### config.mk
export PLATFORM = sky130hd
export DESIGN_NAME = sync_fifo_param
export DESIGN_NICKNAME = d
export VERILOG_FILES = /design/src/rtl/sync_fifo_pkg.sv /design/src/rtl/sync_fifo_ram.sv /design/src/rtl/sync_fifo_param.sv
export SDC_FILE = /design/constraint.sdc
export NUM_CORES = 1
export LEC_CHECK = 0
export ABC_CLOCK_PERIOD_IN_PS = 2600
export CAP_MARGIN = 30
export CORE_MARGIN = 1.5
export CORE_UTILIZATION = 30
export CTS_CLUSTER_DIAMETER = 30
export DETAILED_ROUTE_END_ITERATION = 8
export PLACE_DENSITY = 0.53
export SYNTH_ARGS = -nofsm -noshare
export SYNTH_HDL_FRONTEND = slang
export SYNTH_SLANG_ARGS = --single-unit
export TNS_END_PERCENT = 100
### constraint.sdc
create_clock -name clk -period 2.6 [get_ports clk]
set_input_delay 0.78 -clock clk [delete_from_list [all_inputs] [get_ports clk]]
set_output_delay 0.78 -clock clk [all_outputs]
set_load 0.01 [all_outputs]
### src/rtl/sync_fifo_pkg.sv
// Shared constants and types for the parameterised synchronous FIFO.
package sync_fifo_pkg;
   localparam int DEF_DATA_WIDTH = 8;
   localparam int DEF_DEPTH_LOG2 = 4;
   // Pointers and level carry one bit above the RAM address (wrap bit / full count).
   localparam int LVL_EXTRA_BITS = 1;

   typedef struct packed {
      logic ovf;
      logic unf;
   } err_flags_t;
endpackage

### src/rtl/sync_fifo_ram.sv
// Simple dual-port RAM: one write port, one synchronous read port with enable.
module sync_fifo_ram #(
   parameter int DW = 8,
   parameter int AW = 4
) (
   input  logic          clk_i,
   input  logic          rst_n_i,
   input  logic          wr_en_i,
   input  logic [AW-1:0] wr_addr_i,
   input  logic [DW-1:0] wr_data_i,
   input  logic          rd_en_i,
   input  logic [AW-1:0] rd_addr_i,
   output logic [DW-1:0] rd_data_o
);
   (* ram_style = "block" *) logic [DW-1:0] mem [2**AW];
   logic [DW-1:0] rd_data_q;

   always_ff @(posedge clk_i) begin
      if (wr_en_i) mem[wr_addr_i] <= wr_data_i;
   end

   // Only the output register is reset; array contents are left as-is.
   always_ff @(posedge clk_i or negedge rst_n_i) begin
      if (!rst_n_i)     rd_data_q <= '0;
      else if (rd_en_i) rd_data_q <= mem[rd_addr_i];
   end

   assign rd_data_o = rd_data_q;
endmodule

### src/rtl/sync_fifo_param.sv
// Parameterised single-clock FIFO with level, almost flags and sticky errors.
// Define SYNC_FIFO_FWFT_EN for first-word fall-through operation.
module sync_fifo_param
   import sync_fifo_pkg::*;
#(
   parameter int DATA_WIDTH = DEF_DATA_WIDTH,
   parameter int DEPTH_LOG2 = DEF_DEPTH_LOG2,
   parameter int AF_THRESH  = (1 << DEPTH_LOG2) - 1,
   parameter int AE_THRESH  = 1
) (
   input  logic                  clk,
   input  logic                  reset_n,
   input  logic                  write_enable,
   input  logic [DATA_WIDTH-1:0] write_data,
   output logic                  write_ready,
   input  logic                  read_enable,
   output logic                  read_ready,
   output logic [DATA_WIDTH-1:0] read_data,
   output logic                  read_data_valid,
   output logic [DEPTH_LOG2:0]   level,
   output logic                  almost_full,
   output logic                  almost_empty,
   input  logic                  err_clear,
   output logic                  overflow,
   output logic                  underflow
);
   localparam int LW = DEPTH_LOG2 + LVL_EXTRA_BITS;
   localparam logic [LW-1:0] AF_L = LW'(AF_THRESH);
   localparam logic [LW-1:0] AE_L = LW'(AE_THRESH);

   logic [LW-1:0]         wr_ptr_q, wr_ptr_d, rd_ptr_q, rd_ptr_d, ram_cnt;
   err_flags_t            err_q, err_d;
   logic                  push, pop, ram_rd;
   logic [DATA_WIDTH-1:0] ram_dout;

   assign ram_cnt = wr_ptr_q - rd_ptr_q;
   assign push    = write_enable && write_ready;
   assign pop     = read_enable && read_ready;

`ifdef SYNC_FIFO_FWFT_EN
   localparam logic [LW-1:0] DEPTH_L = LW'(1 << DEPTH_LOG2);
   logic ovld_q, ovld_d;

   // The RAM read register doubles as the output stage; refill it whenever it drains.
   assign level           = ram_cnt + LW'(ovld_q);
   assign write_ready     = level < DEPTH_L;
   assign read_ready      = ovld_q;
   assign read_data_valid = ovld_q;
   assign ram_rd          = (ram_cnt != '0) && (!ovld_q || pop);
   assign ovld_d          = ram_rd || (ovld_q && !pop);

   always_ff @(posedge clk or negedge reset_n) begin
      if (!reset_n) ovld_q <= 1'b0;
      else          ovld_q <= ovld_d;
   end
`else
   logic rdv_q;

   assign level           = ram_cnt;
   assign write_ready     = !((wr_ptr_q[DEPTH_LOG2-1:0] == rd_ptr_q[DEPTH_LOG2-1:0]) &&
                              (wr_ptr_q[DEPTH_LOG2] != rd_ptr_q[DEPTH_LOG2]));
   assign read_ready      = wr_ptr_q != rd_ptr_q;
   assign read_data_valid = rdv_q;
   assign ram_rd          = pop;

   always_ff @(posedge clk or negedge reset_n) begin
      if (!reset_n) rdv_q <= 1'b0;
      else          rdv_q <= pop;
   end
`endif

   assign read_data    = ram_dout;
   assign almost_full  = level >= AF_L;
   assign almost_empty = level <= AE_L;
   assign overflow     = err_q.ovf;
   assign underflow    = err_q.unf;

   // Set beats clear when both happen in the same cycle.
   always_comb begin
      wr_ptr_d  = wr_ptr_q + LW'(push);
      rd_ptr_d  = rd_ptr_q + LW'(ram_rd);
      err_d.ovf = (write_enable && !write_ready) || (err_q.ovf && !err_clear);
      err_d.unf = (read_enable && !read_ready) || (err_q.unf && !err_clear);
   end

   always_ff @(posedge clk or negedge reset_n) begin
      if (!reset_n) begin
         wr_ptr_q <= '0;
         rd_ptr_q <= '0;
         err_q    <= '0;
      end else begin
         wr_ptr_q <= wr_ptr_d;
         rd_ptr_q <= rd_ptr_d;
         err_q    <= err_d;
      end
   end

   sync_fifo_ram #(.DW(DATA_WIDTH), .AW(DEPTH_LOG2)) u_ram (
      .clk_i     (clk),
      .rst_n_i   (reset_n),
      .wr_en_i   (push),
      .wr_addr_i (wr_ptr_q[DEPTH_LOG2-1:0]),
      .wr_data_i (write_data),
      .rd_en_i   (ram_rd),
      .rd_addr_i (rd_ptr_q[DEPTH_LOG2-1:0]),
      .rd_data_o (ram_dout)
   );
endmodule

==> results of run 1 <==
critical path, cell delays in order (launching register included):
cell and delay, ns:
dfrtp_1 0.39, inv_2 0.08, ha_4 0.13, inv_2 0.03, fa_2 0.34, a21o_1 0.18
a21oi_2 0.17, xnor2_2 0.09, buf_4 0.14, a2111oi_4 0.17, buf_2 0.18
final cells by class:
class	instances	area (sq um)
fill	1813	12000
sequential	149	4370
multi-input combinational	133	1620
timing repair buffer	74	631
clock buffer	20	467
tap	265	332
clock inverter	12	125
inverter	9	33.8
report_power, final:
group | total [W] | switching (W) | internal [W]
logic | 0.00379 | 0.00184 | 0.00195
clock network | 0.00240 | 0.000920 | 0.00148
registers | 0.00313 | 0.000160 | 0.00297
total | 0.00933 | 0.00292 | 0.00641
timing repair:
action / 4_1_cts / 5_1_grt
pin swaps: 3 / 1
gates cloned: 0 / 0
gates resized for setup: 42 / 5
setup buffers: 3 / 2
endpoints found under the setup margin: 8 / 8
layer usage:
layer | GRT usage [%] | wire length, microns | vias up
li1 | - | - | 1408
met1 | 16.8 | 5680 | 1618
met2 | 22.5 | 6510 | 73
met3 | 3.18 | 515 | 12
met4 | 4.94 | 159 | 0
met5 | 0 | 0 | -
cells in the mapped netlist (2+ instances only):
master and instances:
o21ai_0 3, nand2b_1 3, buf_2 3, edfxtp_1 128
nand3_1 6, dfrtp_1 21, inv_1 8, mux2_2 8
xor2_1 4, xnor2_1 5, mux4_1 13, nand2_1 3
or3_1 3, buf_1 3, mux4_2 19, a21oi_1 9
clkbuf_1 5, ha_1 8, nor3_1 4, o22ai_1 16
nand4_1 3, nor2_1 12, nor2b_1 2
sequential cells by signal, summed over array words and instances, names as in the netlist:
name,count
rd_ptr_q,5
u_ram.rd_data_o,8
wr_ptr_q,5
overflow,1
read_data_valid,1
underflow,1
u_ram.mem,128
cells by family after synthesis:
logic type | share of synthesized area (%)
xor gates and xnor gates | 1.59
buffers and inverters | 1.97
muxes | 14.4
DFF | 73.1
adders and majority gates | 2.01
AOI/OAI and AO/OA | 3.64
and+or+nand+nor | 3.29
stage by stage:
| stage | utilization (%) | setup slack (ns) | total power [W] | area, sq um | instances |
|---|---|---|---|---|---|
| final | 38.8 | -0.498 | 0.00933 | 7580 | 662 |
| after detailed placement | 35.3 | -0.513 | 0.00673 | 6890 | 625 |
| after floorplan | - | -0.0655 | 0.00533 | 6050 | 305 |
| after global placement | 35.3 | -0.452 | 0.00668 | 6890 | 625 |
| after global routing | 38.8 | -0.628 | 0.00983 | 7580 | 662 |
| after CTS | 38.6 | -0.515 | 0.00930 | 7530 | 660 |
path summary, 6_finish.rpt:
check                            start  slack [ns]                  to  cells past startpoint
max in group asynchronous      reset_n        1.64         rd_ptr_q[2]                      2
min reg2reg                  underflow        0.55           underflow                      2
min                          underflow        0.55           underflow                      2
max                        wr_ptr_q[0]       -0.50        almost_empty                     10
max reg2reg                rd_ptr_q[2]        0.38  u_ram.rd_data_o[1]                      5
min in group asynchronous      reset_n        0.72         wr_ptr_q[2]                      2
==> metrics.txt, run 1 <==
Worst Setup Start Kind register; endpoints failing hold 0; Worst Setup End Kind primary output; Antenna diodes 0; fmax 323 MHz; largest net degree at the start of global routing 36; Mapped Cells 305; Post-synth EDFFs 128; router iterations before antenna repair 4; synthesized cell area 0.00598 sq mm; antenna violations before repair 0; Vias 3111; Tot GR Track Use 13.4%; die area 0.0208 sq mm; syn avg cell area 19.6 sq um; distinct cell type count of the synthesized netlist 39; status complete, but fails checks; Die Y 144 microns; final net count 406; Leak 2.60 nW; post-DP HPWL 8030 microns; DR WL/cell 19.4 microns; final WL 12900 microns; FP Rows 51; Ys Warns 0; kind of critical path reg2out; first-pass GRT wire length 19300 microns; Final min period 3.10 ns; DR DRC count 0; final worst path period share 119%; Synth area leaders edfxtp_1 (64%), dfrtp_1 (8.8%), mux4_2 (7.2%); Hold WC Path Type reg2reg; post-synthesis sequential area ratio 73.1%; Pwr Density 1230 mW/mm^2; Sink Count 149; commonest non-fill, non-tap cells in the layout edfxtp_1 (128), buf_4 (39), clkdlybuf4s50_1 (24); cell taking the most area after synthesis edfxtp_1; CTS tree done; Slew headroom 48.2%; Worst Max-Slew Pin Slew 0.774 ns; I/O pin total 33; Worst Path Required 1.82 ns; Placer Congestion 0.729; Clock Latency Late Sink 0.41 ns; failing checks setup timing; Setup WS post-layout -0.498 ns; CTS Buffer Depth 2; Chip Width 144 microns; Yosys reg bits 149; vias per cell 4.70; clock buffer count from CTS 17; Final setup viols 5; Clk pin slew, worst setup/hold paths 0.06 ns; Setup TNS -1.75 ns; maximum vdd ir drop 0.000469 V; crit-path max FO 2; area fraction of the dominant cell type after synthesis 64.3%; share of cells above drive strength 1 32.7%; Initial Util 30.6%; gr ovfl total 0; Top FF cell, synth edfxtp_1; Initial DRC Count 174; Final Max Slew Viols 0; vias in the first global route 3259; htree depth 4; P&R area growth vs syn 26.8%; CTS Hold Bufs 0; hold slack 0.545 ns; ANT nets after route 0; Synthesized Nets 327; Max Cap Violations 0; most common cell after layout, fill and taps aside edfxtp_1; Core ar. 0.0195 sq mm; CP arrival 2.32 ns; root buffer cell clkbuf_16; RSZ-0062 raised after global routing yes; Port Buffers 32; Worst Skew 0.00740 ns; asr flop ratio synth 14.1%
(Power assumes the default switching activity.)
==> run 2, diff against run 1 <==
Settings changed: PLACE_DENSITY 0.53 to 0.46.
==> run 2 against run 1 <==
Net effect: the run still ends with setup timing left; largest power group unchanged; die area stayed put; utilization up 0.26 points; setup slack improved by 0.016 ns; highest routed layer unchanged; critical endpoint unchanged; design area increased by 0.68%; routed wire length rose by 3.5%; first-iteration DRC count rose by 28%.
==> metrics.txt, run 2 (synthesis results as in run 1) <==
status complete, but fails checks; failing checks setup timing; final worst path period share 119%; CP most frequent cell inv_2; antenna violations before repair 0; kind of critical path reg2out; RSZ-0062 raised after global routing yes; root buffer cell clkbuf_16; CTS tree done; ANT nets after route 0; Worst Setup End Kind primary output; Largest register FFs 128; I/O pin total 33; Worst Path Required 1.82 ns; fmax 325 MHz; Tot GR Track Use 13.9%; most common cell after layout, fill and taps aside edfxtp_1; Worst Max-Slew Pin Slew 0.789 ns; Int Power 0.00655 W; router iterations before antenna repair 4; Antenna diodes 0; vias in the first global route 3252; Initial Util 30.6%; final instance area 0.00763 sq mm; Final Max Slew Viols 0; DP Area 0.00692 sq mm; CTS Hold Bufs 0; maximum vdd ir drop 0.000501 V; post-DP HPWL 8310 microns; Clock Latency Late Sink 0.42 ns; htree depth 4; gr ovfl total 0; Final min period 3.08 ns; Worst Skew 0.0104 ns; first-pass GRT wire length 19700 microns; CP max stage cell dfrtp_1; dpl ws -0.482 ns; Setup WS post-layout -0.482 ns; CP max stage delay 0.38 ns; Pwr Density 1240 mW/mm^2; crit-path max FO 3; Vias 3149; die area 0.0208 sq mm; CP arrival 2.30 ns; Combinational Power Share 40.1%; Port Buffers 32; Clk pwr share 26.7%; final net count 409; Worst Setup Start Kind register; DR WL/cell 20.0 microns; P&R area growth vs syn 27.6%; clock buffer count from CTS 17; Sink Count 149; Top reg by flops u_ram.mem; Initial DRC Count 222; Placer Congestion 0.730; Clk pin slew, worst setup/hold paths 0.06 ns; Slew headroom 47.2%; Hold WC Path Type reg2reg; Final setup viols 5; largest net degree at the start of global routing 36; Die Y 144 microns; vias per cell 4.74; Leak 2.62 nW; Max Cap Violations 0; Core ar. 0.0195 sq mm; share of cells above drive strength 1 33.0%; final core utilization 39.1%; CTS Buffer Depth 2; Sw Pwr 0.00291 W; final WL 13300 microns; sw frac 30.8%; Chip Width 144 microns; ordered cell list for the critical path inv_2, ha_4, inv_2, fa_2, a21o_1, a21oi_2, xnor2_2, buf_4, a2111oi_4, buf_2; commonest non-fill, non-tap cells in the layout edfxtp_1 (128), buf_4 (42), clkdlybuf4s50_1 (24); sequential power share 33.2%; endpoints failing hold 0; DR DRC count 0; hold slack 0.525 ns; FP Rows 51
-- run 2: what timing repair did --
| item | 4_1_cts | 5_1_grt |
|---|---|---|
| buffers inserted | 6 | 0 |
| endpoints found under the setup margin | 8 | 8 |
| pin swaps | 4 | 0 |
| resized for setup | 43 | 4 |
-- run 2: layout make-up --
cell class              count  area [sq um]
multi-input cells         133          1620
clock buffers              25           495
clock inverters             7           119
flip-flops and latches    149          4370
well taps                 265           332
repair buffers             77           657
inverters                   9          33.8
fillers                  1792         11900
-- run 2: layer usage --
metal | track usage, % | vias up | wire length [microns]
li1 | - | 1409 | -
met1 | 16.3 | 1641 | 5600
met2 | 23.8 | 77 | 6790
met3 | 3.51 | 22 | 607
met4 | 6.33 | 0 | 316
met5 | 0 | - | 0
-- run 2: worst paths after layout --
kind | slack (ns) | from | to | depth (start not counted)
hold reg to reg | 0.53 | underflow | underflow | 2
max in group asynchronous | 1.63 | reset_n | rd_ptr_q[2] | 2
setup reg to reg | 0.35 | rd_ptr_q[2] | u_ram.rd_data_o[6] | 5
hold / removal | 0.53 | underflow | underflow | 2
min in group asynchronous | 0.72 | reset_n | underflow | 2
setup / recovery | -0.48 | wr_ptr_q[0] | almost_empty | 10
-- run 2: power groups by stage --
stage	clock network, W	registers, W	logic, W
final	0.00252	0.00314	0.00380
after global routing	0.00268	0.00317	0.00413
after CTS	0.00259	0.00314	0.00379
after detailed placement	0	0.00318	0.00362
after global placement	0	0.00316	0.00361
after floorplan	0	0.00318	0.00215
-- run 2: metrics by stage --
| step | total power, W | instances | setup TNS, ns |
|---|---|---|---|
| final | 0.00946 | 665 | -1.34 |
| after global routing | 0.00998 | 665 | -1.87 |
| after detailed placement | 0.00680 | 627 | -1.76 |
| after CTS | 0.00952 | 665 | -1.47 |
| after global placement | 0.00677 | 627 | -1.64 |
| after floorplan | 0.00533 | 305 | -0.0655 |
-- run 2: critical path, delay by kind of cell, from the launching register on --
family,cells,cell delay [ns]
DFF,1,0.38
xor gates and xnor gates,1,0.10
AOI/OAI and AO/OA,3,0.50
adders and majority gates,2,0.46
buffers and inverters,4,0.44
==> run 3, diff against run 2 <==
Settings changed: SKIP_CTS_REPAIR_TIMING set to 1.
==> run 3 against run 2 <==
Net effect: the run still ends with setup timing left; critical path depth down 3; clock skew grew 0.00067 ns; setup slack worse by 0.041 ns; clock power about the same; register-to-register slack got worse by 0.02 ns; hold slack is essentially flat; power grew 0.18%; combinational power about the same; sequential share of layout area hardly changed; sequential power barely moved.
==> metrics.txt, run 3 (synthesis results as in run 1) <==
most common cell after layout, fill and taps aside edfxtp_1; GR peak layer met2; CTS Buffer Depth 2; Hold Path Stages 2; GR Util met1 16.2%; Worst Max-Slew Pin Slew 0.801 ns; ordered cell list for the critical path inv_2, ha_4, nor2b_4, o21a_1, or3_4, a2111oi_4, buf_2; CTS tree done; Clk pin slew, worst setup/hold paths 0.06 ns; Sw Pwr 0.00292 W; Pwr Density 1240 mW/mm^2; kind of critical path reg2out; Worst Setup End Kind primary output; Clock Latency Late Sink 0.42 ns; Leak 2.62 nW; largest net degree at the start of global routing 36; final worst path period share 120%; first-pass GRT wire length 19500 microns; Placer Congestion 0.730; Worst R2R Start rd_ptr_q[1]; clock buffer count from CTS 17; Crit. Startpoint rd_ptr_q[1]; Tot GR Track Use 13.8%; htree depth 4; CP arrival 2.34 ns; Antenna diodes 0; FP Rows 51; Final Max Slew Viols 0; commonest non-fill, non-tap cells in the layout edfxtp_1 (128), buf_4 (42), clkdlybuf4s50_1 (24); share of cells above drive strength 1 33.0%; Vias 3144; Worst Setup Start Kind register; Max Cap Violations 0; Top reg by flops u_ram.mem; P&R area growth vs syn 27.7%; maximum vdd ir drop 0.000514 V; Initial DRC Count 240; Clk pwr share 26.6%; status complete, but fails checks; Setup WS post-layout -0.522 ns; Slew headroom 46.4%; router iterations before antenna repair 4; hold slack 0.525 ns; Hold WC Path Type reg2reg; antenna violations before repair 0; Port Buffers 32; fmax 320 MHz; final core utilization 39.1%; vias in the first global route 3207; Initial Util 30.6%; Die Y 144 microns; GR Util met2 23.6%; post-DP HPWL 8310 microns; crit-path max FO 3; sw frac 30.8%; min-delay src underflow; DR DRC count 0; Worst Skew 0.0111 ns; final WL 13300 microns; Int Power 0.00656 W; failing checks setup timing; RSZ-0062 raised after global routing yes; sequential power share 33.1%; depth of the worst register-to-register path 11; Final min period 3.12 ns; grt met3 use 3.51%; final net count 409; Combinational Power Share 40.3%; DR WL/cell 20.1 microns; ANT nets after route 0; CP max stage delay 0.42 ns; Worst Path Required 1.82 ns; Final setup viols 5; vias per cell 4.73; die area 0.0208 sq mm; I/O pin total 33; root buffer cell clkbuf_16; Core ar. 0.0195 sq mm; CP max stage cell or3_4; Sink Count 149; Chip Width 144 microns; Largest register FFs 128; gr ovfl total 0; endpoints failing hold 0
run 3: changes by cell type in the layout (fill, tap and decap cells not counted):
cell | previous run | this run
o21ai_1 | 1 | 2
ha_1 | 4 | 5
nor2b_4 | 0 | 1
o21ai_0 | 3 | 2
ha_4 | 4 | 3
buf_6 | 5 | 6
nor2b_1 | 2 | 1
buf_2 | 4 | 3
run 3: worst max-delay path, delay by kind of cell (launching register included):
kind | cells | cell delay [ns]
simple gates | 2 | 0.54
fa+ha+maj | 1 | 0.20
compound gates | 2 | 0.53
flops | 1 | 0.39
buf+inv | 2 | 0.27
run 3: power groups by stage:
stage | sequential (W) | clock [W] | combinational [W]
CTS | 0.00313 | 0.00259 | 0.00363
global route | 0.00317 | 0.00268 | 0.00415
detailed placement | 0.00318 | 0 | 0.00362
global placement | 0.00316 | 0 | 0.00361
floorplan | 0.00318 | 0 | 0.00215
finish | 0.00313 | 0.00252 | 0.00382
run 3: layout make-up:
cell class / count / area [sq um]
clock buffers: 25 / 495
clock inverters: 7 / 119
fillers: 1793 / 11900
inverters: 9 / 33.8
multi-input cells: 133 / 1620
flip-flops and latches: 149 / 4370
well taps: 265 / 332
repair buffers: 77 / 663
run 3: worst paths after layout:
path	endpoint	slack, ns
max	almost_empty	-0.52
min	underflow	0.53
max reg2reg	rd_ptr_q[4]	0.33
min reg2reg	underflow	0.53
max in group asynchronous	rd_ptr_q[2]	1.63
min in group asynchronous	wr_ptr_q[4]	0.72
run 3: stage by stage:
stage	setup TNS, ns	setup slack [ns]	cell area [sq um]	total power [W]	std cells
after floorplan	-0.0655	-0.0655	6050	0.00533	305
after global placement	-1.64	-0.452	6920	0.00677	627
after detailed placement	-1.76	-0.482	6920	0.00680	627
after CTS	-5.23	-0.946	7530	0.00935	659
after global routing	-2.18	-0.639	7630	0.0100	665
final	-1.70	-0.522	7630	0.00948	665
run 3: routing by layer:
metal | routed length, microns | vias to the layer above
met5 | 0 | -
met4 | 317 | 0
met3 | 532 | 22
met2 | 6730 | 72
met1 | 5760 | 1640
li1 | - | 1410
